## src/rtl/cmos_spi_cmd_master.sv

```systemverilog
// cmos_spi_cmd_master
// Pops 16-bit register commands from a standard (non-FWFT) FIFO and shifts
// each one out to the CMOS sensor over SPI mode 0, MSB first. Read commands
// (bit 15 = 0) return the last 8 sampled MISO bits on rd_data. A one-cycle
// spi_idle_fd pulse marks the return to IDLE after every transaction.
// Every output is driven straight from a flop.

module cmos_spi_cmd_master #(
  parameter int unsigned CLK_DIV  = 4,
  parameter int unsigned CS_SETUP = 2,
  parameter int unsigned CS_HOLD  = 2,
  parameter int unsigned CS_GAP   = 4
) (
  input  logic        clk,
  input  logic        rst,
  input  logic [15:0] command_fifo_dout,
  input  logic        command_fifo_empty,
  output logic        command_fifo_rd_en,
  output logic        spi_sclk,
  output logic        spi_cs_n,
  output logic        spi_mosi,
  input  logic        spi_miso,
  output logic [7:0]  rd_data,
  output logic        rd_data_valid,
  output logic        spi_busy,
  output logic        spi_idle_fd
);

  typedef enum logic [2:0] {
    ST_IDLE  = 3'd0,
    ST_FETCH = 3'd1,
    ST_LATCH = 3'd2,
    ST_SETUP = 3'd3,
    ST_SHIFT = 3'd4,
    ST_HOLD  = 3'd5,
    ST_GAP   = 3'd6
  } state_t;

  // Terminal values of the 8-bit phase counter in each timed state.
  localparam logic [7:0] DIV_LAST   = 8'(CLK_DIV - 1);
  localparam logic [7:0] SETUP_LAST = 8'(CS_SETUP - 1);
  localparam logic [7:0] HOLD_LAST  = 8'(CS_HOLD - 1);
  localparam logic [7:0] GAP_LAST   = 8'(CS_GAP - 1);

  // State and datapath registers
  state_t      state_r;
  logic [7:0]  phase_cnt_r;
  logic [4:0]  bit_cnt_r;
  logic [15:0] shift_r;
  logic [7:0]  rx_r;
  logic        cmd_wr_r;

  // Output registers; sclk_r also serves as the low/high half-bit flag.
  logic        rd_en_r;
  logic        sclk_r;
  logic        cs_n_r;
  logic        mosi_r;
  logic [7:0]  rd_data_r;
  logic        rd_valid_r;
  logic        busy_r;
  logic        idle_fd_r;

  // Next-state values
  state_t      state_s;
  logic [7:0]  phase_cnt_s;
  logic [4:0]  bit_cnt_s;
  logic [15:0] shift_s;
  logic [7:0]  rx_s;
  logic        cmd_wr_s;
  logic        sclk_s;
  logic        rd_en_s;
  logic        cs_n_s;
  logic        mosi_s;
  logic [7:0]  rd_data_s;
  logic        rd_valid_s;
  logic        busy_s;
  logic        idle_fd_s;
  logic        in_frame_s;
  logic        done_s;

  // Next-state, counter and shift-register logic for the transaction FSM.
  always_comb begin
    state_s     = state_r;
    phase_cnt_s = phase_cnt_r;
    bit_cnt_s   = bit_cnt_r;
    shift_s     = shift_r;
    rx_s        = rx_r;
    cmd_wr_s    = cmd_wr_r;
    sclk_s      = sclk_r;
    case (state_r)
      ST_IDLE: begin
        if (!command_fifo_empty) begin
          state_s = ST_FETCH;
        end else begin
          state_s = ST_IDLE;
        end
      end
      ST_FETCH: begin
        state_s = ST_LATCH;
      end
      ST_LATCH: begin
        // FIFO data is valid now, one cycle after the pop strobe.
        shift_s     = command_fifo_dout;
        cmd_wr_s    = command_fifo_dout[15];
        rx_s        = 8'h00;
        phase_cnt_s = 8'd0;
        state_s     = ST_SETUP;
      end
      ST_SETUP: begin
        if (phase_cnt_r == SETUP_LAST) begin
          phase_cnt_s = 8'd0;
          bit_cnt_s   = 5'd15;
          sclk_s      = 1'b0;
          state_s     = ST_SHIFT;
        end else begin
          phase_cnt_s = phase_cnt_r + 8'd1;
        end
      end
      ST_SHIFT: begin
        // Sample MISO once per bit, in the first cycle SCLK is high.
        if (sclk_r && (phase_cnt_r == 8'd0)) begin
          rx_s = {rx_r[6:0], spi_miso};
        end else begin
          rx_s = rx_r;
        end
        if (phase_cnt_r == DIV_LAST) begin
          phase_cnt_s = 8'd0;
          if (!sclk_r) begin
            sclk_s = 1'b1;
          end else begin
            // Falling edge: advance MOSI, or finish after bit 0.
            sclk_s = 1'b0;
            if (bit_cnt_r == 5'd0) begin
              state_s = ST_HOLD;
            end else begin
              bit_cnt_s = bit_cnt_r - 5'd1;
              shift_s   = {shift_r[14:0], 1'b0};
            end
          end
        end else begin
          phase_cnt_s = phase_cnt_r + 8'd1;
        end
      end
      ST_HOLD: begin
        if (phase_cnt_r == HOLD_LAST) begin
          phase_cnt_s = 8'd0;
          state_s     = ST_GAP;
        end else begin
          phase_cnt_s = phase_cnt_r + 8'd1;
        end
      end
      ST_GAP: begin
        if (phase_cnt_r == GAP_LAST) begin
          phase_cnt_s = 8'd0;
          state_s     = ST_IDLE;
        end else begin
          phase_cnt_s = phase_cnt_r + 8'd1;
        end
      end
      default: begin
        state_s     = ST_IDLE;
        phase_cnt_s = 8'd0;
        sclk_s      = 1'b0;
      end
    endcase
  end

  // Output values for the next cycle, derived from the next state so that
  // every pin is registered and lines up with the state it belongs to.
  always_comb begin
    in_frame_s = (state_s == ST_SETUP) || (state_s == ST_SHIFT) || (state_s == ST_HOLD);
    done_s     = (state_r == ST_GAP) && (state_s == ST_IDLE);
    rd_en_s    = (state_s == ST_FETCH);
    busy_s     = (state_s != ST_IDLE);
    cs_n_s     = !in_frame_s;
    idle_fd_s  = done_s;
    rd_valid_s = done_s && !cmd_wr_r;
    if (in_frame_s) begin
      mosi_s = shift_s[15];
    end else begin
      mosi_s = 1'b0;
    end
    if (done_s && !cmd_wr_r) begin
      rd_data_s = rx_r;
    end else begin
      rd_data_s = rd_data_r;
    end
  end

  // State, datapath and output registers with synchronous reset.
  always_ff @(posedge clk) begin
    if (rst) begin
      state_r     <= ST_IDLE;
      phase_cnt_r <= 8'd0;
      bit_cnt_r   <= 5'd0;
      shift_r     <= 16'h0000;
      rx_r        <= 8'h00;
      cmd_wr_r    <= 1'b0;
      rd_en_r     <= 1'b0;
      sclk_r      <= 1'b0;
      cs_n_r      <= 1'b1;
      mosi_r      <= 1'b0;
      rd_data_r   <= 8'h00;
      rd_valid_r  <= 1'b0;
      busy_r      <= 1'b0;
      idle_fd_r   <= 1'b0;
    end else begin
      state_r     <= state_s;
      phase_cnt_r <= phase_cnt_s;
      bit_cnt_r   <= bit_cnt_s;
      shift_r     <= shift_s;
      rx_r        <= rx_s;
      cmd_wr_r    <= cmd_wr_s;
      rd_en_r     <= rd_en_s;
      sclk_r      <= sclk_s;
      cs_n_r      <= cs_n_s;
      mosi_r      <= mosi_s;
      rd_data_r   <= rd_data_s;
      rd_valid_r  <= rd_valid_s;
      busy_r      <= busy_s;
      idle_fd_r   <= idle_fd_s;
    end
  end

  assign command_fifo_rd_en = rd_en_r;
  assign spi_sclk           = sclk_r;
  assign spi_cs_n           = cs_n_r;
  assign spi_mosi           = mosi_r;
  assign rd_data            = rd_data_r;
  assign rd_data_valid      = rd_valid_r;
  assign spi_busy           = busy_r;
  assign spi_idle_fd        = idle_fd_r;

endmodule
```

## config.mk

```make
export PLATFORM = sky130hd
export DESIGN_NAME = cmos_spi_cmd_master
export DESIGN_NICKNAME = d
export VERILOG_FILES = /design/src/rtl/cmos_spi_cmd_master.sv
export SDC_FILE = /design/constraint.sdc
export NUM_CORES = 1
export LEC_CHECK = 0
export ABC_CLOCK_PERIOD_IN_PS = 3000
export CAP_MARGIN = 20
export CORE_UTILIZATION = 50
export DETAILED_ROUTE_END_ITERATION = 16
export GPL_ROUTABILITY_DRIVEN = 1
export GPL_TIMING_DRIVEN = 0
export PLACE_DENSITY = 0.74
export SYNTH_ARGS = -nofsm -noshare
export SYNTH_HDL_FRONTEND = slang
export SYNTH_SLANG_ARGS = --single-unit
```

## constraint.sdc

```tcl
create_clock -name clk -period 3 [get_ports clk]
set_clock_uncertainty 0.15 [all_clocks]
set_input_delay 0.45 -clock clk [delete_from_list [all_inputs] [get_ports clk]]
set_output_delay 0.45 -clock clk [all_outputs]
set_load 0.03 [all_outputs]
```

# After elaboration in Yosys (flattened, before gate mapping)
# Cells that the tools add are included.
# word_totals
ff_bits	56
in_bits	20
output_inout_bits	15
# classes
addsub	2
n_eq_ne	17
mux	26
n_bitwise	2
reduce_logical	23
# ops
op	n
16-bit 2-to-1 mux	3
16-bit one-hot mux with 2 select lines	1
8-bit 2-to-1 mux	3
8-bit one-hot mux with 3 select lines	1
3-bit one-hot mux with 7 select lines	1
5-bit 2-to-1 mux	4
3-bit 2-to-1 mux	6
8-bit one-hot mux with 2 select lines	1
3-bit equality test (second input constant)	5
2-bit != test (second input constant)	5
5-bit one-hot mux with 2 select lines	1
3-bit by 2-bit equality test with 1-bit output (second input constant)	3
8-bit by 1-bit adder with 8-bit output (second input constant)	1
8-bit by 1-bit equality test with 1-bit output (second input constant)	1
8-bit by 2-bit equality test with 1-bit output (second input constant)	1
8-bit zero test	1
2-bit OR reduction	4
3-bit by 1-bit equality test with 1-bit output (second input constant)	2
3-bit zero test	2
5-bit zero test	1
5-bit AND reduction	1
5-bit OR reduction	1
5-bit by 1-bit subtractor with 5-bit output (second input constant)	1
1-bit 2-to-1 mux	4
10 further kinds	16

# Longest topological paths before layout
# logic_depth
ltp_word	10
depth_mapped	8

# Least setup slack after synthesis
# No wires, ideal clock.
# synth_timing
path_kind	register -> register
from	register phase_cnt_r[0]
to	register rd_data_r[0], in the netlist rd_data[0]
setup_time_ns	0.128
arrival_time_ns	1.944
slack_ns	0.779
path_stages_with_launch	7
n_path_buf	1
period_less_slack_ns	2.221
cell_sequence	dfxtp_1 > ha_1 > or3b_2 > or4b_1 > buf_4 > mux2i_1 > nor2_1
# synth_via
elab_chain_cells	6
word_cells_on_any_way	10
# synth_rtl
item	line_no	rtl
start: declaration	47	logic [7:0] phase_cnt_r;
start signal: assignment	209	phase_cnt_r <= phase_cnt_s;
8-bit by 2-bit equality test with 1-bit output or 8-bit by 1-bit equality test with 1-bit output (tied branches)	-	
3-bit 2-to-1 mux, on equally long branches	-	
3-bit one-hot mux with 7 select lines (*)	90	case (state_r)
3-bit zero test (*)	172	done_s = (state_r == ST_GAP) && (state_s == ST_IDLE);
1-bit logical AND (*)	172	
1-bit logical AND (*)	183	if (done_s && !cmd_wr_r) begin
end signal: assignment	218	rd_data_r <= rd_data_s;
end: declaration	58	logic [7:0] rd_data_r;
# Mark *: on every way between the ends. The rest lies on a longest branch, timed or not.
# A chain may end at the register's enable or synchronous reset.

# Worst setup path after layout
# layout_timing
from	register phase_cnt_r[0]
to	register shift_r[13]
# layout_via
elab_chain_cells	3
# layout_rtl
item	line_no	rtl
8-bit by 2-bit equality test with 1-bit output	126	if (phase_cnt_r == DIV_LAST) begin
2-bit != test (no line)	-	
4-bit AND reduction (no line)	-	
end signal: assignment	211	shift_r <= shift_s;
end: declaration	49	logic [15:0] shift_r;
# Every way passes these cells.

==> parameters.txt <==
Parameter                              Value

Yosys
  Register bit count reported by yosys ... 56
  Post-synth cell types ... 49
  Number of instances in the synthesized netlist ... 279
  Number of nets in the synthesized netlist ... 304
  Commonest register cell after synthesis ... dfxtp_1
  Syn avg cell area ... 9.04 µm²
  Sequential element share of the synthesized area ... 0.444
  Synthesized area ... 2520 µm²
  Async SR Flop Fraction ... 0
  Number of synthesis warnings ... 0
  Post-synth EDFFs ... 0

STA
  Final setup violation count ... 0
  Worst hold slack across all endpoints ... 0.325 ns
  Share of the clock period used by the worst path ... 0.808
  Unrepaired setup endpoints after global routing ... false
  Slew at the pin closest to its max-slew limit ... 0.662 ns
  Final min period ... 2.42 ns
  Final TNS setup ... 0 ns
  Number of max-slew violations in the final report ... 0
  Max-slew headroom at the worst pin ... 0.557
  Fin. Hold Viols ... 0
  Achievable Freq ... 0.413 GHz

Setup path
  Worst r2r src ... phase_cnt_r[0]
  CP Cell Sequence ... ha_1 -> nor3b_2 -> and4_1 -> buf_2 -> buf_2 -> a22oi_1 -> a21oi_1
  Path depth of the worst reg2reg path ... 7
  Critical Path AT ... 2.51 ns
  Highest fanout seen on the critical path ... 10
  Setup slack, reg-to-reg ... 0.58 ns
  Reg-to-Reg End ... shift_r[13]
  Cell type of the slowest stage on the worst timing path ... dfxtp_1
  Start point of the critical path ... phase_cnt_r[0]
  Crit Path Class ... flop to flop
  Worst EP required ... 3.09 ns
  Critical Path Sink ... shift_r[13]
  Maximum cell stage delay along the critical path ... 0.47 ns
  CP most frequent cell ... buf_2
  Startpoint types ... flop
  Crit. End Element ... flop

CTS
  Number of buffers on the longest clock path ... 2
  Number of gates resized after cts ... 0
  Post-CTS Setup Repair Bufs ... 0
  Worst-Skew Late Latency ... 0.31 ns
  Clock sink count ... 56
  Cell at the root of the clock tree ... clkbuf_8
  CTS tree ... done
  CTS clk-pin slew, worst paths ... 0.09 ns
  Number of buffers created by CTS ... 5
  Count of hold-fix buffers inserted at cts ... 0
  Htree depth ... 2

Pwr
  Largest voltage drop on the vdd net ... 0.299 mV
  Total power per unit cell area ... 542 nW/µm²
  Static leakage ... 1.22 nW

GRT
  Wire length of the first global-routing pass ... 8780 µm
  Total global-route track usage ... 0.214
  Vias in the first global route ... 2002
  Maximum number of pins on one net before global-route repair ... 17
  Overflow after GRT ... 0
  Number of antenna violations at the first check in global routing ... 0

Floorplan
  Area of the core region ... 4790 µm²
  Die X-Extent ... 73.0 µm
  Std-Cell Rows ... 25
  Effective utilization at floorplan ... 0.527
  Top-level I/O count ... 35
  Die area ... 5330 µm²
  Y dimension of the die ... 73.0 µm

Min path
  Hold Startpoint ... shift_r[5]
  Type of the tightest min-delay check ... flop to flop

Route
  DRC ... 0
  Number of detailed-routing iterations run before antenna repair ... 4
  Routed vias/inst ... 5.47
  Residual antenna-violating net count after detailed routing ... 0
  Initial DRC Count ... 156
  Number of vias in the routed layout ... 2117
  Average wire per standard cell ... 13.9 µm
  Post-Route WL ... 5370 µm

Finish
  Total Nets Final ... 345
  Post-layout util ... 0.643
  Antenna diode instance count ... 0
  P&R area growth vs syn ... 21.9%
  Share of cells above drive strength 1 ... 0.0656
  Fill cell count ... 425

Place
  Final weighted congestion in routability-driven placement ... 0.903
  Half-perimeter wire length after detailed placement ... 3710 µm
  Count of input and output buffers ... 34

Run status
  Run status ... finished clean

Run
  Max-Cap Viols ... 0
## stage by stage
step	cell area, µm²	total power [mW]	instances	worst slack (ns)
after global placement	2950	1.11	380	0.461
after floorplan	2520	1.02	279	0.779
final	3080	1.67	387	0.576
after CTS	3080	1.67	387	0.561
after global routing	3080	1.74	387	0.343
after detailed placement	2950	1.12	380	0.473
## cells in the mapped netlist, types with 2 or more instances
library cell | number | area (µm²)
dfxtp_1 | 56 | 1120
nor2_1 | 26 | 97.6
a21oi_1 | 23 | 115
mux2i_1 | 18 | 180
nand3_1 | 18 | 90.1
nand2_1 | 16 | 60.1
a22oi_1 | 14 | 105
clkbuf_1 | 13 | 48.8
nand2b_1 | 13 | 81.3
inv_1 | 6 | 22.5
nand4_1 | 6 | 37.5
xor2_1 | 6 | 52.6
ha_1 | 5 | 62.6
a31oi_1 | 4 | 25.0
buf_2 | 4 | 20.0
nor3_1 | 4 | 20.0
o21ai_0 | 4 | 20.0
nor2b_1 | 3 | 18.8
or3_1 | 3 | 18.8
or4_1 | 3 | 22.5
a311oi_1 | 2 | 17.5
o21a_1 | 2 | 15.0
or2_2 | 2 | 12.5
or3b_2 | 2 | 17.5
or4b_1 | 2 | 20.0
## registers in the layout, indices dropped and copies added, names as in the netlist
name	cells
cmd_wr_r	1
spi_cs_n	1
command_fifo_rd_en	1
spi_mosi	1
spi_idle_fd	1
shift_r	16
rd_data	8
phase_cnt_r	8
rx_r	8
bit_cnt_r	5
spi_busy	1
state_r	3
rd_data_valid	1
spi_sclk	1
## layer usage
layer | up-vias | track usage | share of wire
met4 | 0 | 0.0763 | 0.010
met5 | - | 0 | 0
met3 | 6 | 0.0497 | 0.039
met2 | 51 | 0.360 | 0.48
li1 | 1078 | - | -
met1 | 982 | 0.266 | 0.47
## worst min path at each step
stage               slack [ns]      endpoint  cells past startpoint
floorplan                 0.29  bit_cnt_r[4]                      2
global placement          0.31    shift_r[5]                      2
detailed placement        0.31    shift_r[1]                      2
CTS                       0.32    shift_r[1]                      2
global route              0.34    shift_r[0]                      2
finish                    0.32    shift_r[5]                      2
## cell usage in the layout, fill, tap and decap left out, drive strengths merged, types with 2 or more instances in the layout
cell type / n
a21oi: 23
a22oi: 14
a311oi: 2
a31oi: 5
buf: 5
bufinv: 2
clkbuf: 18
clkdlybuf4s50: 34
dfxtp: 56
ha: 5
inv: 6
mux2i: 18
nand2: 16
nand2b: 13
nand3: 18
nand4: 7
nor2: 26
nor2b: 3
nor3: 4
nor3b: 2
o21a: 2
o21ai: 4
or2: 3
or3: 3
or3b: 2
or4: 3
or4b: 2
xor2: 6
## power by group
| part | internal, mW | leakage, nW | switching, mW |
|---|---|---|---|
| Combinational | 0.126 | 0.698 | 0.162 |
| Clock | 0.328 | 0.0642 | 0.234 |
| Sequential | 0.783 | 0.454 | 0.0328 |
| Total | 1.24 | 1.22 | 0.428 |
## kinds of logic after synthesis
| logic type | count (synthesis) | synth area share |
|---|---|---|
| simple gates | 110 | 0.240 |
| compound gates | 58 | 0.152 |
| flops | 56 | 0.444 |
| buf+inv | 24 | 0.0392 |
| mux | 19 | 0.0759 |
| xor+xnor | 7 | 0.0243 |
| fa+ha+maj | 5 | 0.0248 |
## worst max-delay path, delay by kind of cell (launching register included)
kind,cells,cell delay (ns)
AOI/OAI and AO/OA,2,0.28
buffers and inverters,2,0.47
and+or+nand+nor,2,0.72
DFF,1,0.47
adders and majority gates,1,0.27
## cell type report
type                       count  area (µm²)  share of cell area
timing repair buffer          34         340               0.111
inverter                       6        22.5             0.00732
sequential                    56        1120               0.365
tap                           67        83.8              0.0273
buffer                        18        76.3              0.0248
multi-input combinational    199        1300               0.424
clock buffer                   5        68.8              0.0224
clock inverter                 2        60.1              0.0195
(Power assumes the default switching activity.)
